File: config.mk
export PLATFORM = sky130hd
export DESIGN_NAME = multicycle_ctrl
export DESIGN_NICKNAME = d
export VERILOG_FILES = /design/src/rtl/mips_pkg.sv /design/src/rtl/multicycle_ctrl_outdec.sv /design/src/rtl/multicycle_ctrl.sv
export SDC_FILE = /design/constraint.sdc
export NUM_CORES = 1
export LEC_CHECK = 0
export BUFFER_PORTS_ARGS = -buffer_cell sky130_fd_sc_hd__buf_2
export CORE_MARGIN = 2
export CORE_UTILIZATION = 44
export CTS_CLUSTER_SIZE = 25
export DETAILED_ROUTE_END_ITERATION = 8
export PLACE_DENSITY = 0.77
export SLEW_MARGIN = 20
export SYNTH_ARGS = -nofsm -noshare
export SYNTH_HDL_FRONTEND = slang
export SYNTH_HIERARCHICAL = 1
export SYNTH_SLANG_ARGS = --single-unit
File: constraint.sdc
create_clock -name clk -period 3.5 [get_ports clk]
set_input_delay 0.35 -clock clk [delete_from_list [all_inputs] [get_ports clk]]
set_output_delay 0.35 -clock clk [all_outputs]
set_load 0.05 [all_outputs]
File: src/rtl/mips_pkg.sv
// Shared definitions for the multicycle MIPS core: opcodes, aluop codes, control states.
package mips_pkg;

    localparam int unsigned OPW    = 6;
    localparam int unsigned ALUOPW = 3;
    localparam int unsigned STW    = 4;

    localparam logic [OPW-1:0] OP_RTYPE = 6'b000000;
    localparam logic [OPW-1:0] OP_LW    = 6'b100011;
    localparam logic [OPW-1:0] OP_SW    = 6'b101011;
    localparam logic [OPW-1:0] OP_BEQ   = 6'b000100;
    localparam logic [OPW-1:0] OP_BNE   = 6'b000101;
    localparam logic [OPW-1:0] OP_ADDI  = 6'b001000;
    localparam logic [OPW-1:0] OP_ANDI  = 6'b001100;
    localparam logic [OPW-1:0] OP_ORI   = 6'b001101;
    localparam logic [OPW-1:0] OP_SLTI  = 6'b001010;
    localparam logic [OPW-1:0] OP_J     = 6'b000010;

    localparam logic [ALUOPW-1:0] ALUOP_ADD   = 3'b000;
    localparam logic [ALUOPW-1:0] ALUOP_SUB   = 3'b001;
    localparam logic [ALUOPW-1:0] ALUOP_AND   = 3'b010;
    localparam logic [ALUOPW-1:0] ALUOP_OR    = 3'b011;
    localparam logic [ALUOPW-1:0] ALUOP_SLT   = 3'b100;
    localparam logic [ALUOPW-1:0] ALUOP_FUNCT = 3'b111;

    typedef enum logic [STW-1:0] {
        FETCH   = 4'd0,
        DECODE  = 4'd1,
        MEMADR  = 4'd2,
        MEMRD   = 4'd3,
        MEMWB   = 4'd4,
        MEMWR   = 4'd5,
        RTYPEEX = 4'd6,
        RTYPEWB = 4'd7,
        BRANCH  = 4'd8,
        IMMEX   = 4'd9,
        IMMWB   = 4'd10,
        JUMP    = 4'd11
    } state_t;

    // Control word driven by the output decoder.
    typedef struct packed {
        logic              iord;
        logic              irwrite;
        logic              memwrite;
        logic              regwrite;
        logic              regdst;
        logic              memtoreg;
        logic              alusrca;
        logic [1:0]        alusrcb;
        logic              zeroext;
        logic [ALUOPW-1:0] aluop;
        logic [1:0]        pcsrc;
        logic              pcen;
        logic              illegal;
    } ctrl_t;

    // State following DECODE for a given opcode; FETCH marks an unsupported opcode.
    function automatic state_t decode_next(input logic [OPW-1:0] op);
        state_t ns;
        ns = FETCH;
        case (op)
            OP_LW, OP_SW:                       ns = MEMADR;
            OP_RTYPE:                           ns = RTYPEEX;
            OP_BEQ, OP_BNE:                     ns = BRANCH;
            OP_ADDI, OP_ANDI, OP_ORI, OP_SLTI:  ns = IMMEX;
            OP_J:                               ns = JUMP;
            default:                            ns = FETCH;
        endcase
        return ns;
    endfunction

endpackage

File: src/rtl/multicycle_ctrl_outdec.sv
// Combinational state/op -> control-word decode for the multicycle controller.
module multicycle_ctrl_outdec
    import mips_pkg::*;
(
    input  state_t         state,
    input  logic [OPW-1:0] op,
    input  logic           zero,
    input  logic           memready,
    output ctrl_t          ctrl
);

    // Control word per state; anything not set stays 0.
    always_comb begin
        ctrl = '0;
        case (state)
            FETCH: begin
                ctrl.alusrcb = 2'b01;
                ctrl.aluop   = ALUOP_ADD;
                ctrl.irwrite = memready;
                ctrl.pcen    = memready;
            end
            DECODE: begin
                ctrl.alusrcb = 2'b11;
                ctrl.aluop   = ALUOP_ADD;
                ctrl.illegal = (decode_next(op) == FETCH);
            end
            MEMADR: begin
                ctrl.alusrca = 1'b1;
                ctrl.alusrcb = 2'b10;
                ctrl.aluop   = ALUOP_ADD;
            end
            MEMRD: begin
                ctrl.iord = 1'b1;
            end
            MEMWB: begin
                ctrl.memtoreg = 1'b1;
                ctrl.regwrite = 1'b1;
            end
            MEMWR: begin
                ctrl.iord     = 1'b1;
                ctrl.memwrite = 1'b1;
            end
            RTYPEEX: begin
                ctrl.alusrca = 1'b1;
                ctrl.alusrcb = 2'b00;
                ctrl.aluop   = ALUOP_FUNCT;
            end
            RTYPEWB: begin
                ctrl.regdst   = 1'b1;
                ctrl.regwrite = 1'b1;
            end
            BRANCH: begin
                ctrl.alusrca = 1'b1;
                ctrl.alusrcb = 2'b00;
                ctrl.aluop   = ALUOP_SUB;
                ctrl.pcsrc   = 2'b01;
                ctrl.pcen    = (op == OP_BNE) ? ~zero : zero;
            end
            IMMEX: begin
                ctrl.alusrca = 1'b1;
                ctrl.alusrcb = 2'b10;
                case (op)
                    OP_ANDI: begin
                        ctrl.aluop   = ALUOP_AND;
                        ctrl.zeroext = 1'b1;
                    end
                    OP_ORI: begin
                        ctrl.aluop   = ALUOP_OR;
                        ctrl.zeroext = 1'b1;
                    end
                    OP_SLTI: ctrl.aluop = ALUOP_SLT;
                    default: ctrl.aluop = ALUOP_ADD;
                endcase
            end
            IMMWB: begin
                ctrl.regwrite = 1'b1;
            end
            JUMP: begin
                ctrl.pcsrc = 2'b10;
                ctrl.pcen  = 1'b1;
            end
            default: ctrl = '0;
        endcase
    end

endmodule

File: src/rtl/multicycle_ctrl.sv
// Main control FSM of the multicycle MIPS core: state register and next-state logic.
module multicycle_ctrl
    import mips_pkg::*;
(
    input  logic                clk,
    input  logic                reset,
    input  logic [OPW-1:0]      op,
    input  logic                zero,
    input  logic                memready,
    output logic                iord,
    output logic                irwrite,
    output logic                memwrite,
    output logic                regwrite,
    output logic                regdst,
    output logic                memtoreg,
    output logic                alusrca,
    output logic [1:0]          alusrcb,
    output logic                zeroext,
    output logic [ALUOPW-1:0]   aluop,
    output logic [1:0]          pcsrc,
    output logic                pcen,
    output logic                illegal,
    output logic [STW-1:0]      dbg_state
);

    state_t state;
    state_t state_next;
    ctrl_t  ctrl;

    // State register; reset abandons any in-flight instruction.
    always_ff @(posedge clk or posedge reset) begin
        if (reset) begin
            state <= FETCH;
        end else begin
            state <= state_next;
        end
    end

    // Next-state logic; memory states wait on memready.
    always_comb begin
        state_next = state;
        case (state)
            FETCH:   if (memready) state_next = DECODE;
            DECODE:  state_next = decode_next(op);
            MEMADR:  state_next = (op == OP_LW) ? MEMRD : MEMWR;
            MEMRD:   if (memready) state_next = MEMWB;
            MEMWB:   state_next = FETCH;
            MEMWR:   if (memready) state_next = FETCH;
            RTYPEEX: state_next = RTYPEWB;
            RTYPEWB: state_next = FETCH;
            BRANCH:  state_next = FETCH;
            IMMEX:   state_next = IMMWB;
            IMMWB:   state_next = FETCH;
            JUMP:    state_next = FETCH;
            default: state_next = FETCH;
        endcase
    end

    multicycle_ctrl_outdec u_outdec (
        .state    (state),
        .op       (op),
        .zero     (zero),
        .memready (memready),
        .ctrl     (ctrl)
    );

    assign iord      = ctrl.iord;
    assign irwrite   = ctrl.irwrite;
    assign memwrite  = ctrl.memwrite;
    assign regwrite  = ctrl.regwrite;
    assign regdst    = ctrl.regdst;
    assign memtoreg  = ctrl.memtoreg;
    assign alusrca   = ctrl.alusrca;
    assign alusrcb   = ctrl.alusrcb;
    assign zeroext   = ctrl.zeroext;
    assign aluop     = ctrl.aluop;
    assign pcsrc     = ctrl.pcsrc;
    assign pcen      = ctrl.pcen;
    assign illegal   = ctrl.illegal;
    assign dbg_state = STW'(state);

endmodule
==> results by group <==
Status
  • Status: finished, final reports clean

Final layout
  • Max reg flops: 4
  • N_diodes: 0
  • Layout Utilization: 60.68%
  • Fraction of layout cells with a size suffix above 1: 33.61%
  • Syn-to-layout area delta: 27.29%
  • Nets: 131

Placement
  • Setup WS pre-CTS: 1.389 ns
  • I/O Buffers: 30
  • Post-DP HPWL: 1213 um
  • RePlAce Congestion: 0.8033

Timing
  • Slew HR: 61.85%
  • Final hold vios: 0
  • Tcrit/Tclk final: 67.90%
  • Final worst setup slack: 1.124 ns
  • Max-slew violation count: 0
  • Worst Max-Slew Pin Slew: 0.5723 ns
  • Total Neg Setup Slack: 0 ns
  • RSZ-0062 raised after global routing: no
  • Fin crit period: 2.376 ns
  • Peak Freq: 0.4208 GHz
  • Final setup fails: 0
  • Setup Skew: 0.0005238 ns

Global routing
  • Met1 Usage GRT: 24.22%
  • First-pass GRT wire length: 2649 um
  • Overflow after GRT: 0
  • Met3 usage: 6.522%
  • Pin count of the biggest net entering global routing: 21
  • GRT Total Usage: 19.21%
  • Routing usage on met2: 32.50%
  • Initial antenna violation count: 0
  • Most Crowded Layer GR: met2
  • Vias in the first global route: 597

Yosys
  • Post-synth cell types: 33
  • Count leader, synth: nor2_1
  • Cell area after synthesis: 628.1 um2
  • Post-synthesis register bit count: 4
  • Mean Syn Cell Area: 7.057 um2
  • Top cell type's share of synthesized area: 15.94%
  • List of most frequent post-synthesis cells: 10 x nor2_1, 9 x o21ai_0, 7 x inv_1, 6 x a21oi_1, 5 x nor3_1
  • Async S/R FF share, synth: 100.0%
  • Area contributors post-synth: dfrtp_1 16%, o21ai_0 7.2%, nor2_1 6.0%, a21oi_1 4.8%, buf_4 4.8%
  • Post-synth top flop: dfrtp_1
  • Yosys warns: 6
  • Syn Nets: 99
  • Cell taking the most area after synthesis: dfrtp_1
  • Syn Inst Count: 89
  • Number of flops mapped to enable cells by yosys: 0
  • Register area share after synthesis: 15.94%

Clock tree
  • Clock latency on the worst-skew pair: 0.24 ns
  • Reg clk slew, reported paths: 0.04 ns
  • Root buffer cell: clkbuf_4
  • Number of CTS-inserted buffers: 3
  • Post-CTS setup buffers: 0
  • H-tree depth: 1
  • CTS tree: built
  • Clock Path Buffers: 2
  • Sink Count: 4

Worst setup path
  • Arrival time worst endpoint: 2.03 ns
  • Required time of the critical path: 3.15 ns
  • Worst reg-to-reg path cell count: 4
  • Worst Setup Path Type: register to primary output
  • RR Endpoint: dbg_state[2]$_DFFE_PP0P_
  • Worst Setup End Kind: primary output
  • R2R Path Start: dbg_state[2]$_DFFE_PP0P_
  • Startpoint types: register
  • Reg2Reg Setup Slack: 1.64 ns
  • CP Max Fanout: 20

Detailed routing
  • Number of vias per cell: 5.754
  • Detailed-route via count: 771
  • Detailed router's first-iteration violation count: 18
  • Pre-antenna DRT Iters: 4
  • Routed length per placed instance: 12.57 um
  • Final WL: 1684 um
  • DRC: 0
  • DRT antenna net count: 0

Power and ir drop
  • Sw Share: 65.68%
  • Sequential power share: 19.0%
  • NetSw: 430.1 uW
  • Power share of the clock group: 8.9%
  • Comb pwr share: 72.1%
  • Pwr Density: 819.1 nW/um2
  • Leak: 0.3656 nW
  • Int Pwr: 224.7 uW
  • Peak VDD IR: 0.4819 mV

Worst hold path
  • Worst Hold End: dbg_state[3]$_DFFE_PP0P_
  • Hold Crit Class: primary input to register
  • Worst hold path startpoint: op[2]
  • Hold depth: 3

Floorplan
  • Core area: 1318 um2
  • Top Ports: 31
  • Initial Utilization: 47.67%
  • # rows: 13
  • Chip width: 41.78 um
  • Die ar.: 1746 um2
  • Die Y: 41.78 um

Run
  • Total of max-cap violations: 0
[cell usage in the layout, fill, tap and decap left out, drive strengths merged, types with 2 or more instances in the layout]
| master | instances |
|---|---|
| nand3 | 4 |
| a21oi | 6 |
| a31oi | 2 |
| nand2b | 4 |
| o311ai | 2 |
| o21ai | 10 |
| xnor2 | 2 |
| or2 | 2 |
| nand2 | 4 |
| nor2b | 3 |
| inv | 7 |
| o31ai | 2 |
| nor4b | 3 |
| buf | 30 |
| nor2 | 10 |
| clkbuf | 3 |
| nor4 | 4 |
| dfrtp | 4 |
| or4 | 2 |
| nor3 | 5 |
[stage by stage]
stage               cells  power [mW]  instance area (um2)  hold slack, ns
global placement      130      0.5891                767.0          0.2285
detailed placement    130      0.5961                767.0          0.2394
floorplan              89      0.5060                628.1          0.1161
finish                134      0.6549                799.5          0.5041
global route          134      0.6993                799.5          0.5394
CTS                   134      0.6579                799.5          0.5067
[per-layer routing]
layer / up-vias / wire length [um]
met4: 0 / 0
met2: 28 / 795
met5: - / 0
met1: 345 / 776
li1: 398 / -
met3: 0 / 112
[repair_timing]
action                     4_1_cts  5_1_grt
hold buffers                     1        0
setup endpoints to repair        0        0
hold endpoints to repair         4        0
resized for setup                0        0
[cell type report]
cell class | count | area [um2]
Tap cell | 15 | 18.77
Timing Repair Buffer | 31 | 160.2
Fill cell | 135 | 518.0
Sequential cell | 4 | 100.1
Inverter | 7 | 26.28
Clock buffer | 3 | 22.52
Multi-Input combinational cell | 74 | 471.7
[cell families (layout without fill, tap and decap cells)]
logic type / after synthesis / count (layout) / synth area share (%)
compound gates: 27 / 27 / 27.29
xor+xnor: 2 / 2 / 2.789
simple gates: 45 / 45 / 45.02
flops: 4 / 4 / 15.94
buf+inv: 11 / 41 / 8.965
[power by group through the flow]
stage / registers [mW] / clock network (mW) / logic, mW
6_report: 0.125 / 0.0581 / 0.472
5_1_grt: 0.133 / 0.0652 / 0.501
4_1_cts: 0.124 / 0.0596 / 0.474
3_5_place_dp: 0.125 / 0 / 0.471
3_3_place_gp: 0.124 / 0 / 0.465
2_1_floorplan: 0.137 / 0 / 0.369
[worst max-delay path, cell delays in order, from the launching register on]
cell      delay (ns)
dfrtp_1         0.58
nand2b_1        0.31
or4_1           0.50
a21oi_1         0.12
buf_2           0.27
[worst max path at each step]
stage	endpoint	depth (start not counted)	from
floorplan	pcen	4	dbg_state[3]$_DFFE_PP0P_
global placement	illegal	4	dbg_state[1]$_DFFE_PP0P_
detailed placement	illegal	4	dbg_state[1]$_DFFE_PP0P_
CTS	illegal	4	dbg_state[1]$_DFFE_PP0P_
global route	illegal	4	dbg_state[1]$_DFFE_PP0P_
finish	illegal	4	dbg_state[1]$_DFFE_PP0P_
Note: power is estimated with default switching activity, not from simulation.
